--- config.mk ---
export PLATFORM = sky130hd
export DESIGN_NAME = bp_be_ctx_write_sink
export DESIGN_NICKNAME = d
export VERILOG_FILES = /design/src/rtl/bp_be_ctx_write_sink.sv
export SDC_FILE = /design/constraint.sdc
export NUM_CORES = 1
export LEC_CHECK = 0
export BUFFER_PORTS_ARGS = -buffer_cell sky130_fd_sc_hd__buf_2
export CAP_MARGIN = 10
export CORE_ASPECT_RATIO = 1.25
export CORE_MARGIN = 5
export CORE_UTILIZATION = 49
export DETAILED_ROUTE_END_ITERATION = 12
export GPL_TIMING_DRIVEN = 0
export HOLD_SLACK_MARGIN = 0.08
export PLACE_DENSITY = 0.72
export SYNTH_ARGS = -nofsm -noshare
export SYNTH_HDL_FRONTEND = slang
export SYNTH_SLANG_ARGS = --single-unit
--- constraint.sdc ---
create_clock -name clk_i -period 4.11 [get_ports clk_i]
set_clock_uncertainty 0.1 [all_clocks]
set_input_delay 0.822 -clock clk_i [delete_from_list [all_inputs] [get_ports clk_i]]
set_output_delay 0.822 -clock clk_i [all_outputs]
set_load 0.02 [all_outputs]
--- src/rtl/bp_be_ctx_write_sink.sv ---
// Context write sink for the backend.
// Queues register-push and NPC-bootstrap requests from the sys pipe in a
// small FIFO, drains them one per cycle into the register file or the
// context-storage NPC, and commits context switches only after everything
// requested before them has been written.
//
// Optional feature: define BP_BE_CTX_SINK_BYPASS_EN to let a lone request
// that arrives at an empty, idle sink drive the write outputs in the same
// cycle. Without it every write appears one cycle after it is issued.

package bp_be_ctx_pkg;

    typedef enum logic [1:0] {
        e_bp_default_cfg,
        e_bp_dual_thread_cfg,
        e_bp_octa_thread_cfg
    } bp_params_e;

    localparam int reg_addr_width_gp = 5;
    localparam int dpath_width_gp    = 64;

    typedef enum logic {
        e_entry_rpush,
        e_entry_npc
    } ctx_entry_kind_e;

    function automatic int bp_thread_id_width(input bp_params_e cfg);
        case (cfg)
            e_bp_dual_thread_cfg: return 1;
            e_bp_octa_thread_cfg: return 3;
            default:              return 2;
        endcase
    endfunction

    function automatic int bp_vaddr_width(input bp_params_e cfg);
        return (cfg == e_bp_octa_thread_cfg) ? 48 : 39;
    endfunction

endpackage

module bp_be_ctx_write_sink
    import bp_be_ctx_pkg::*;
#(
    parameter bp_params_e bp_params_p = e_bp_default_cfg,
    parameter int         els_p       = 4,
    localparam int thread_id_width_p = bp_thread_id_width(bp_params_p),
    localparam int vaddr_width_p     = bp_vaddr_width(bp_params_p)
) (
    input  logic                         clk_i,
    input  logic                         reset_n_i,

    input  logic                         rpush_v_i,
    input  logic [thread_id_width_p-1:0] rpush_tid_i,
    input  logic [reg_addr_width_gp-1:0] rpush_reg_i,
    input  logic [dpath_width_gp-1:0]    rpush_data_i,

    input  logic                         npc_v_i,
    input  logic [thread_id_width_p-1:0] npc_tid_i,
    input  logic [vaddr_width_p-1:0]     npc_i,

    input  logic                         ctxt_v_i,
    input  logic [thread_id_width_p-1:0] ctxt_tid_i,

    input  logic [thread_id_width_p-1:0] current_thread_id_i,
    output logic                         ready_o,
    input  logic                         pipe_wb_v_i,

    output logic                         rf_w_v_o,
    output logic [thread_id_width_p-1:0] rf_w_tid_o,
    output logic [reg_addr_width_gp-1:0] rf_w_addr_o,
    output logic [dpath_width_gp-1:0]    rf_w_data_o,

    output logic                         npc_w_v_o,
    output logic [thread_id_width_p-1:0] npc_w_tid_o,
    output logic [vaddr_width_p-1:0]     npc_w_o,

    output logic                         ctxt_switch_v_o,
    output logic [thread_id_width_p-1:0] ctxt_switch_tid_o,

    output logic                         err_o
);

    localparam int ptr_width_lp     = $clog2(els_p);
    localparam int cnt_width_lp     = $clog2(els_p + 1);
    localparam int payload_width_lp = (dpath_width_gp > vaddr_width_p) ? dpath_width_gp : vaddr_width_p;

    // One queue slot: an NPC entry carries its address in the payload field.
    typedef struct packed {
        ctx_entry_kind_e              kind;
        logic [thread_id_width_p-1:0] tid;
        logic [reg_addr_width_gp-1:0] rd;
        logic [payload_width_lp-1:0]  data;
    } entry_s;

    typedef enum logic [1:0] {
        e_idle,
        e_pend,
        e_fire
    } ctx_state_e;

    function automatic logic [ptr_width_lp-1:0] ptr_inc(input logic [ptr_width_lp-1:0] p);
        return (p == ptr_width_lp'(els_p - 1)) ? '0 : p + ptr_width_lp'(1);
    endfunction

    entry_s                       mem_q [els_p];
    logic [ptr_width_lp-1:0]      rptr_q, wptr_q, wptr_n, npc_idx;
    logic [cnt_width_lp-1:0]      count_q, count_n;

    entry_s                       rpush_entry, npc_entry, head, issue;
    logic                         head_v, cand_v, issue_v, direct_issue, deq_v;
    logic                         rpush_acc, npc_acc, store_rpush, store_npc;
    logic                         rf_fire, npc_fire, tid_err, drop_err, bypass_v;

    logic                         rf_w_v_q, npc_w_v_q, err_q;
    logic [thread_id_width_p-1:0] rf_w_tid_q, npc_w_tid_q;
    logic [reg_addr_width_gp-1:0] rf_w_addr_q;
    logic [dpath_width_gp-1:0]    rf_w_data_q;
    logic [vaddr_width_p-1:0]     npc_w_q;

    ctx_state_e                   state_q, state_n;
    logic [thread_id_width_p-1:0] ctx_tid_q;
    logic                         ctx_tid_load, drain_done;

    assign rpush_entry = '{kind: e_entry_rpush, tid: rpush_tid_i, rd: rpush_reg_i,
                           data: payload_width_lp'(rpush_data_i)};
    assign npc_entry   = '{kind: e_entry_npc, tid: npc_tid_i, rd: '0,
                           data: payload_width_lp'(npc_i)};

    // Two free slots are needed because a cycle may bring two requests.
    assign ready_o   = (int'(count_q) + 2) <= els_p;
    assign rpush_acc = rpush_v_i & ready_o;
    assign npc_acc   = npc_v_i & ready_o;
    assign drop_err  = (rpush_v_i | npc_v_i) & ~ready_o;

    // With an empty queue the oldest incoming request is the head, so it can
    // issue in its arrival cycle instead of taking a trip through storage.
    assign head_v       = (count_q != '0);
    assign head         = mem_q[rptr_q];
    assign issue        = head_v ? head : (rpush_v_i ? rpush_entry : npc_entry);
    assign cand_v       = head_v | rpush_v_i | npc_v_i;
    assign issue_v      = cand_v & ((issue.kind == e_entry_npc) | ~pipe_wb_v_i);
    assign direct_issue = issue_v & ~head_v;
    assign deq_v        = issue_v & head_v;

    assign store_rpush = rpush_acc & ~direct_issue;
    assign store_npc   = npc_acc & ~(direct_issue & ~rpush_v_i);

    // Register pushes to x0 or to the running thread never reach the file.
    assign rf_fire  = issue_v & (issue.kind == e_entry_rpush) & (issue.rd != '0)
                    & (issue.tid != current_thread_id_i);
    assign tid_err  = issue_v & (issue.kind == e_entry_rpush) & (issue.tid == current_thread_id_i);
    assign npc_fire = issue_v & (issue.kind == e_entry_npc);

`ifdef BP_BE_CTX_SINK_BYPASS_EN
    assign bypass_v = direct_issue & ~(rpush_v_i & npc_v_i) & ~(rf_w_v_q | npc_w_v_q);
`else
    assign bypass_v = 1'b0;
`endif

    // Write-pointer advance and slot selection for up to two stores, rpush first.
    always_comb begin
        // NOTE: blocking assignments chain here on purpose: the second increment sees the first.
        wptr_n  = wptr_q;
        npc_idx = wptr_q;
        if (store_rpush) begin
            wptr_n  = ptr_inc(wptr_n);
            npc_idx = wptr_n;
        end
        if (store_npc) begin
            wptr_n = ptr_inc(wptr_n);
        end
        count_n = count_q + cnt_width_lp'(store_rpush) + cnt_width_lp'(store_npc)
                - cnt_width_lp'(deq_v);
    end

    // Queue pointers and occupancy.
    always_ff @(posedge clk_i or negedge reset_n_i) begin
        if (!reset_n_i) begin
            // NOTE: sequential state uses non-blocking assignments so every register samples pre-edge values.
            rptr_q  <= '0;
            wptr_q  <= '0;
            count_q <= '0;
        end else begin
            rptr_q  <= deq_v ? ptr_inc(rptr_q) : rptr_q;
            wptr_q  <= wptr_n;
            count_q <= count_n;
        end
    end

    // Queue storage; occupancy alone says which slots are meaningful.
    always_ff @(posedge clk_i) begin
        // NOTE: storage has no reset; an empty count makes stale contents unreachable.
        if (store_rpush) mem_q[wptr_q]  <= rpush_entry;
        if (store_npc)   mem_q[npc_idx] <= npc_entry;
    end

    // Registered write ports and the sticky error flag.
    always_ff @(posedge clk_i or negedge reset_n_i) begin
        if (!reset_n_i) begin
            rf_w_v_q    <= 1'b0;
            rf_w_tid_q  <= '0;
            rf_w_addr_q <= '0;
            rf_w_data_q <= '0;
            npc_w_v_q   <= 1'b0;
            npc_w_tid_q <= '0;
            npc_w_q     <= '0;
            err_q       <= 1'b0;
        end else begin
            rf_w_v_q  <= rf_fire & ~bypass_v;
            npc_w_v_q <= npc_fire & ~bypass_v;
            if (rf_fire & ~bypass_v) begin
                rf_w_tid_q  <= issue.tid;
                rf_w_addr_q <= issue.rd;
                rf_w_data_q <= issue.data[dpath_width_gp-1:0];
            end
            if (npc_fire & ~bypass_v) begin
                npc_w_tid_q <= issue.tid;
                npc_w_q     <= issue.data[vaddr_width_p-1:0];
            end
            err_q <= err_q | tid_err | drop_err;
        end
    end

`ifdef BP_BE_CTX_SINK_BYPASS_EN
    assign rf_w_v_o    = rf_w_v_q | (bypass_v & rf_fire);
    assign rf_w_tid_o  = (bypass_v & rf_fire) ? issue.tid : rf_w_tid_q;
    assign rf_w_addr_o = (bypass_v & rf_fire) ? issue.rd : rf_w_addr_q;
    assign rf_w_data_o = (bypass_v & rf_fire) ? issue.data[dpath_width_gp-1:0] : rf_w_data_q;
    assign npc_w_v_o   = npc_w_v_q | (bypass_v & npc_fire);
    assign npc_w_tid_o = (bypass_v & npc_fire) ? issue.tid : npc_w_tid_q;
    assign npc_w_o     = (bypass_v & npc_fire) ? issue.data[vaddr_width_p-1:0] : npc_w_q;
`else
    assign rf_w_v_o    = rf_w_v_q;
    assign rf_w_tid_o  = rf_w_tid_q;
    assign rf_w_addr_o = rf_w_addr_q;
    assign rf_w_data_o = rf_w_data_q;
    assign npc_w_v_o   = npc_w_v_q;
    assign npc_w_tid_o = npc_w_tid_q;
    assign npc_w_o     = npc_w_q;
`endif
    assign err_o = err_q;

    // A switch may fire only once nothing is stored, arriving, or still on the write ports.
    assign drain_done = (count_q == '0) & ~(rpush_acc | npc_acc) & ~(rf_w_v_q | npc_w_v_q);

    // Context FSM next state.
    always_comb begin
        // NOTE: defaults first so no path through the case leaves a signal unassigned (no latch).
        state_n      = state_q;
        ctx_tid_load = 1'b0;
        case (state_q)
            e_idle: begin
                if (ctxt_v_i) begin
                    state_n      = e_pend;
                    ctx_tid_load = 1'b1;
                end
            end
            e_pend: begin
                ctx_tid_load = ctxt_v_i;
                if (drain_done) state_n = e_fire;
            end
            e_fire: begin
                ctx_tid_load = ctxt_v_i;
                state_n      = ctxt_v_i ? e_pend : e_idle;
            end
            default: state_n = e_idle;
        endcase
    end

    // Context FSM state and latched target thread.
    always_ff @(posedge clk_i or negedge reset_n_i) begin
        if (!reset_n_i) begin
            state_q   <= e_idle;
            ctx_tid_q <= '0;
        end else begin
            state_q <= state_n;
            if (ctx_tid_load) ctx_tid_q <= ctxt_tid_i;
        end
    end

    assign ctxt_switch_v_o   = (state_q == e_fire);
    assign ctxt_switch_tid_o = ctx_tid_q;

endmodule

==> implementation parameters <==
Parameter                              Value

Place
  Placer congestion estimate    0.8672
  Instance count after placement with tap cells included    2316
  Final HPWL from detailed placement    38380 um
  Count of port buffers added during placement    240

STA
  Peak Freq    255.7 MHz
  Setup_tns    0 ns
  Post-route worst hold slack    0.1480 ns
  Tcrit/Tclk final    95.15%
  Final critical path time including I/O delays and setup    3.911 ns
  Final setup violation count    0
  Pins Over Slew Limit    0
  Worst slew slack as a fraction of its limit    9.830%
  RSZ-0062 raised after global routing    no
  Worst-margin pin slew    1.350 ns
  Final number of hold-violating endpoints    0

Synthesis
  Compound-Gate Fraction of Synth Area    13.14%
  Combinational family with the most area after synthesis    multiplexers
  Adder-cell area share of the yosys netlist    0.8972%
  Most used DFF post-synth    sky130_fd_sc_hd__edfxtp_1
  Cell area after synthesis    18970 um^2
  Synth cell types    52
  Ys Warns    0
  Synth top area cells    sky130_fd_sc_hd__edfxtp_1 26%, sky130_fd_sc_hd__dfrtp_1 17%, sky130_fd_sc_hd__dfxtp_1 13%
  Xor and xnor fraction of the mapped netlist area    0.2309%
  Area share of the largest cell type after synthesis    25.96%
  Gate count after technology mapping    1582
  Syn_area_per_cell    11.99 um^2
  Post-synthesis register bit count    414
  Asr flop ratio synth    30.43%
  Area share of and/or/nand/nor cells after synthesis    9.150%
  Number of nets produced by synthesis    1717
  Multiplexer area fraction after synthesis    17.70%
  EDFF count, synth    164
  Post-synth top area cell    sky130_fd_sc_hd__edfxtp_1
  Share of synthesized area occupied by flip-flops and latches    55.68%

Worst setup path
  Data required time at the worst endpoint    4.21 ns
  Most frequent CP cell    sky130_fd_sc_hd__ha_1
  Worst setup path startpoint    count_q[1]$_DFF_PN0_
  Worst flop-to-flop path endpoint    mem_q[0][34]$_DFFE_PP_
  RR Startpoint    count_q[1]$_DFF_PN0_
  Crit path max fanout    20
  Crit Path Category    register to register
  Stages on the worst setup path    9
  Worst stage delay on the critical path    0.47 ns
  Cell family with the largest share of critical-path delay    compound AO/OA/AOI/OAI gates
  Worst-path cell with the longest stage delay    sky130_fd_sc_hd__nand2b_4
  CP endpoint    mem_q[0][34]$_DFFE_PP_
  Worst setup SP type    register
  Reg-to-reg setup timing slack    0.20 ns
  Buffers & Inverters on Critical Path    2
  Kind of end point of the critical path    register
  Cells traversed along the worst timing path    ha_1 > o21ai_1 > o211a_1 > mux2i_1 > ha_1 > and2_1 > clkbuf_2 > buf_2 > nand2b_4
  Worst Path Arrival    4.01 ns
  Depth of the worst register-to-register path    9

Run status
  Status    complete, no violations

Pwr
  Power Dens Cells    912.8 nW/um^2
  PnR Total Power    20.34 mW
  P_leak    9.353 nW
  Highest ir drop seen on vdd    0.4834 mV

Drt
  Total Routed Length    56460 um
  Total iterations of the first detailed-routing run    6
  Post-detailed-route via-to-cell ratio    6.036
  First DRT Iteration DRCs    1581
  Routed wire per std cell    23.41 um
  DR vias    14560
  Antenna Violating Nets Remaining    0
  DRC viols    0

Global routing
  Global router's overall resource usage    25.80%
  Global-route wire length before repair    85900 um
  Largest net degree at the start of global routing    68
  Number of global-route vias before repair    15070
  Initial antenna violation count    12
  GRT Residual Overflow    0

Finish
  Post-route core utilization    58.28%
  Area grow syn2layout    17.48%
  Fraction of final layout cells with drive strength greater than 1    29.41%
  Final nets    2007
  Post-route insts no fill    2412

Floorplanning
  Number of primary I/O pins    241
  Core Box Area    38240 um^2
  Die height    230.0 um
  Floorplan row count    80
  Effective utilization at floorplan    49.60%
  Area of the die    42770 um^2
  Die extent in x    186.0 um

CTS
  CTS tree    built
  Clock root buffer    sky130_fd_sc_hd__clkbuf_16
  Htree depth    2
  Number of sinks driven by the clock tree    414
  Clock buffer depth    3
  Hold_buf cts    0
  Post CTS Setup Buffer Count    0
  Clock slew seen by the registers of the worst setup and hold paths    0.06 ns
  Number of buffers created by CTS    42
  Clock latency on the worst-skew pair    0.55 ns

Hold path
  Worst hold path type    input pin to asynchronous set/reset pin

Flow run
  Maximum Capacitance Violations    0
power breakdown:
group          switching, mW  total (mW)  internal [mW]
sequential             0.710        7.09           6.38
clock                   1.60        3.70           2.10
combinational           5.52        9.55           4.03
how the worst min path moves through the flow:
stage,startpoint,end,slack [ns],cells past startpoint
after floorplan,mem_q[3][71]$_SDFFE_PP1N_,mem_q[3][71]$_SDFFE_PP1N_,0.32,1
after global routing,reset_n_i,npc_w_o[9]$_DFFE_PN0P_,0.21,1
after CTS,reset_n_i,npc_w_o[9]$_DFFE_PN0P_,0.17,1
after detailed placement,mem_q[3][71]$_SDFFE_PP1N_,mem_q[3][71]$_SDFFE_PP1N_,0.34,1
after global placement,mem_q[3][71]$_SDFFE_PP1N_,mem_q[3][71]$_SDFFE_PP1N_,0.33,1
final,reset_n_i,rf_w_data_o[9]$_DFFE_PN0P_,0.15,1
registers in the layout, indices dropped and copies added (netlist names):
| register | cells |
|---|---|
| mem_q | 288 |
| rf_w_data_o | 64 |
| npc_w_o | 39 |
| rf_w_addr_o | 5 |
| count_q | 3 |
| ctxt_switch_tid_o | 2 |
| npc_w_tid_o | 2 |
| rf_w_tid_o | 2 |
| rptr_q | 2 |
| state_q | 2 |
| wptr_q | 2 |
| err_o | 1 |
| npc_w_v_o | 1 |
| rf_w_v_o | 1 |
layout by cell type (no fill, tap or decap), types with 12 or more instances in the layout:
cell type	n
sky130_fd_sc_hd__mux2_2	109
sky130_fd_sc_hd__buf_2	289
sky130_fd_sc_hd__mux4_2	69
sky130_fd_sc_hd__nand2_1	344
sky130_fd_sc_hd__edfxtp_1	164
sky130_fd_sc_hd__mux2i_1	44
sky130_fd_sc_hd__nand3_1	28
sky130_fd_sc_hd__diode_2	16
sky130_fd_sc_hd__a21oi_1	125
sky130_fd_sc_hd__a22o_1	164
sky130_fd_sc_hd__ha_1	12
sky130_fd_sc_hd__dfrtp_1	126
sky130_fd_sc_hd__dfxtp_1	124
sky130_fd_sc_hd__clkbuf_16	43
sky130_fd_sc_hd__o21ai_0	47
sky130_fd_sc_hd__clkbuf_1	74
what timing repair did:
item	CTS	global route
resized for setup	12	2
cloned	4	1
hold endpoints to repair	0	0
endpoints found under the setup margin	164	154
layout make-up:
type,count,area (um^2)
Fill cell,3094,15950
Antenna cell,16,40.04
Tap cell,492,615.6
Multi-Input combinational cell,1034,7896
Clock buffer,64,1215
Buffer,127,570.5
Inverter,11,41.29
Sequential cell,414,10560
Clock inverter,12,88.84
Timing Repair Buffer,242,1255
cell usage after synthesis, drive strengths merged, types with 9 or more instances:
cell and instances:
mux4 69, and2 9, dfrtp 126, ha 12, a22o 164, a21oi 126, mux2 118, mux2i 44
dfxtp 124, nand3 28, nor2 12, clkbuf 64, o21ai 48, inv 11, edfxtp 164, buf 64
nand2 344
cells by family (layout without fill, tap and decap cells):
group | Yosys count | in the layout
AND/OR/NAND/NOR | 420 | 425
flip-flops | 414 | 414
AO/OA/AOI/OAI | 360 | 360
multiplexers | 231 | 231
buffers and inverters | 139 | 456
adder cells (fa/ha/maj) | 13 | 13
XOR/XNOR | 5 | 5
other | 0 | 16
routing by layer:
| layer | vias to the layer above | GRT usage [%] | wire (um) |
|---|---|---|---|
| li1 | 6454 | - | - |
| met1 | 7243 | 31.13 | 20050 |
| met2 | 714 | 45.25 | 29450 |
| met3 | 142 | 4.410 | 4818 |
| met4 | 6 | 10.93 | 2106 |
| met5 | - | 0 | 36 |
metrics by stage:
stage               setup slack (ns)  instance area (um^2)
global route                 0.05760                 22260
detailed placement            -1.405                 20850
finish                        0.1992                 22280
CTS                          0.08316                 22230
floorplan                     0.1776                 18980
global placement              -1.335                 20790
(Power assumes the default switching activity.)
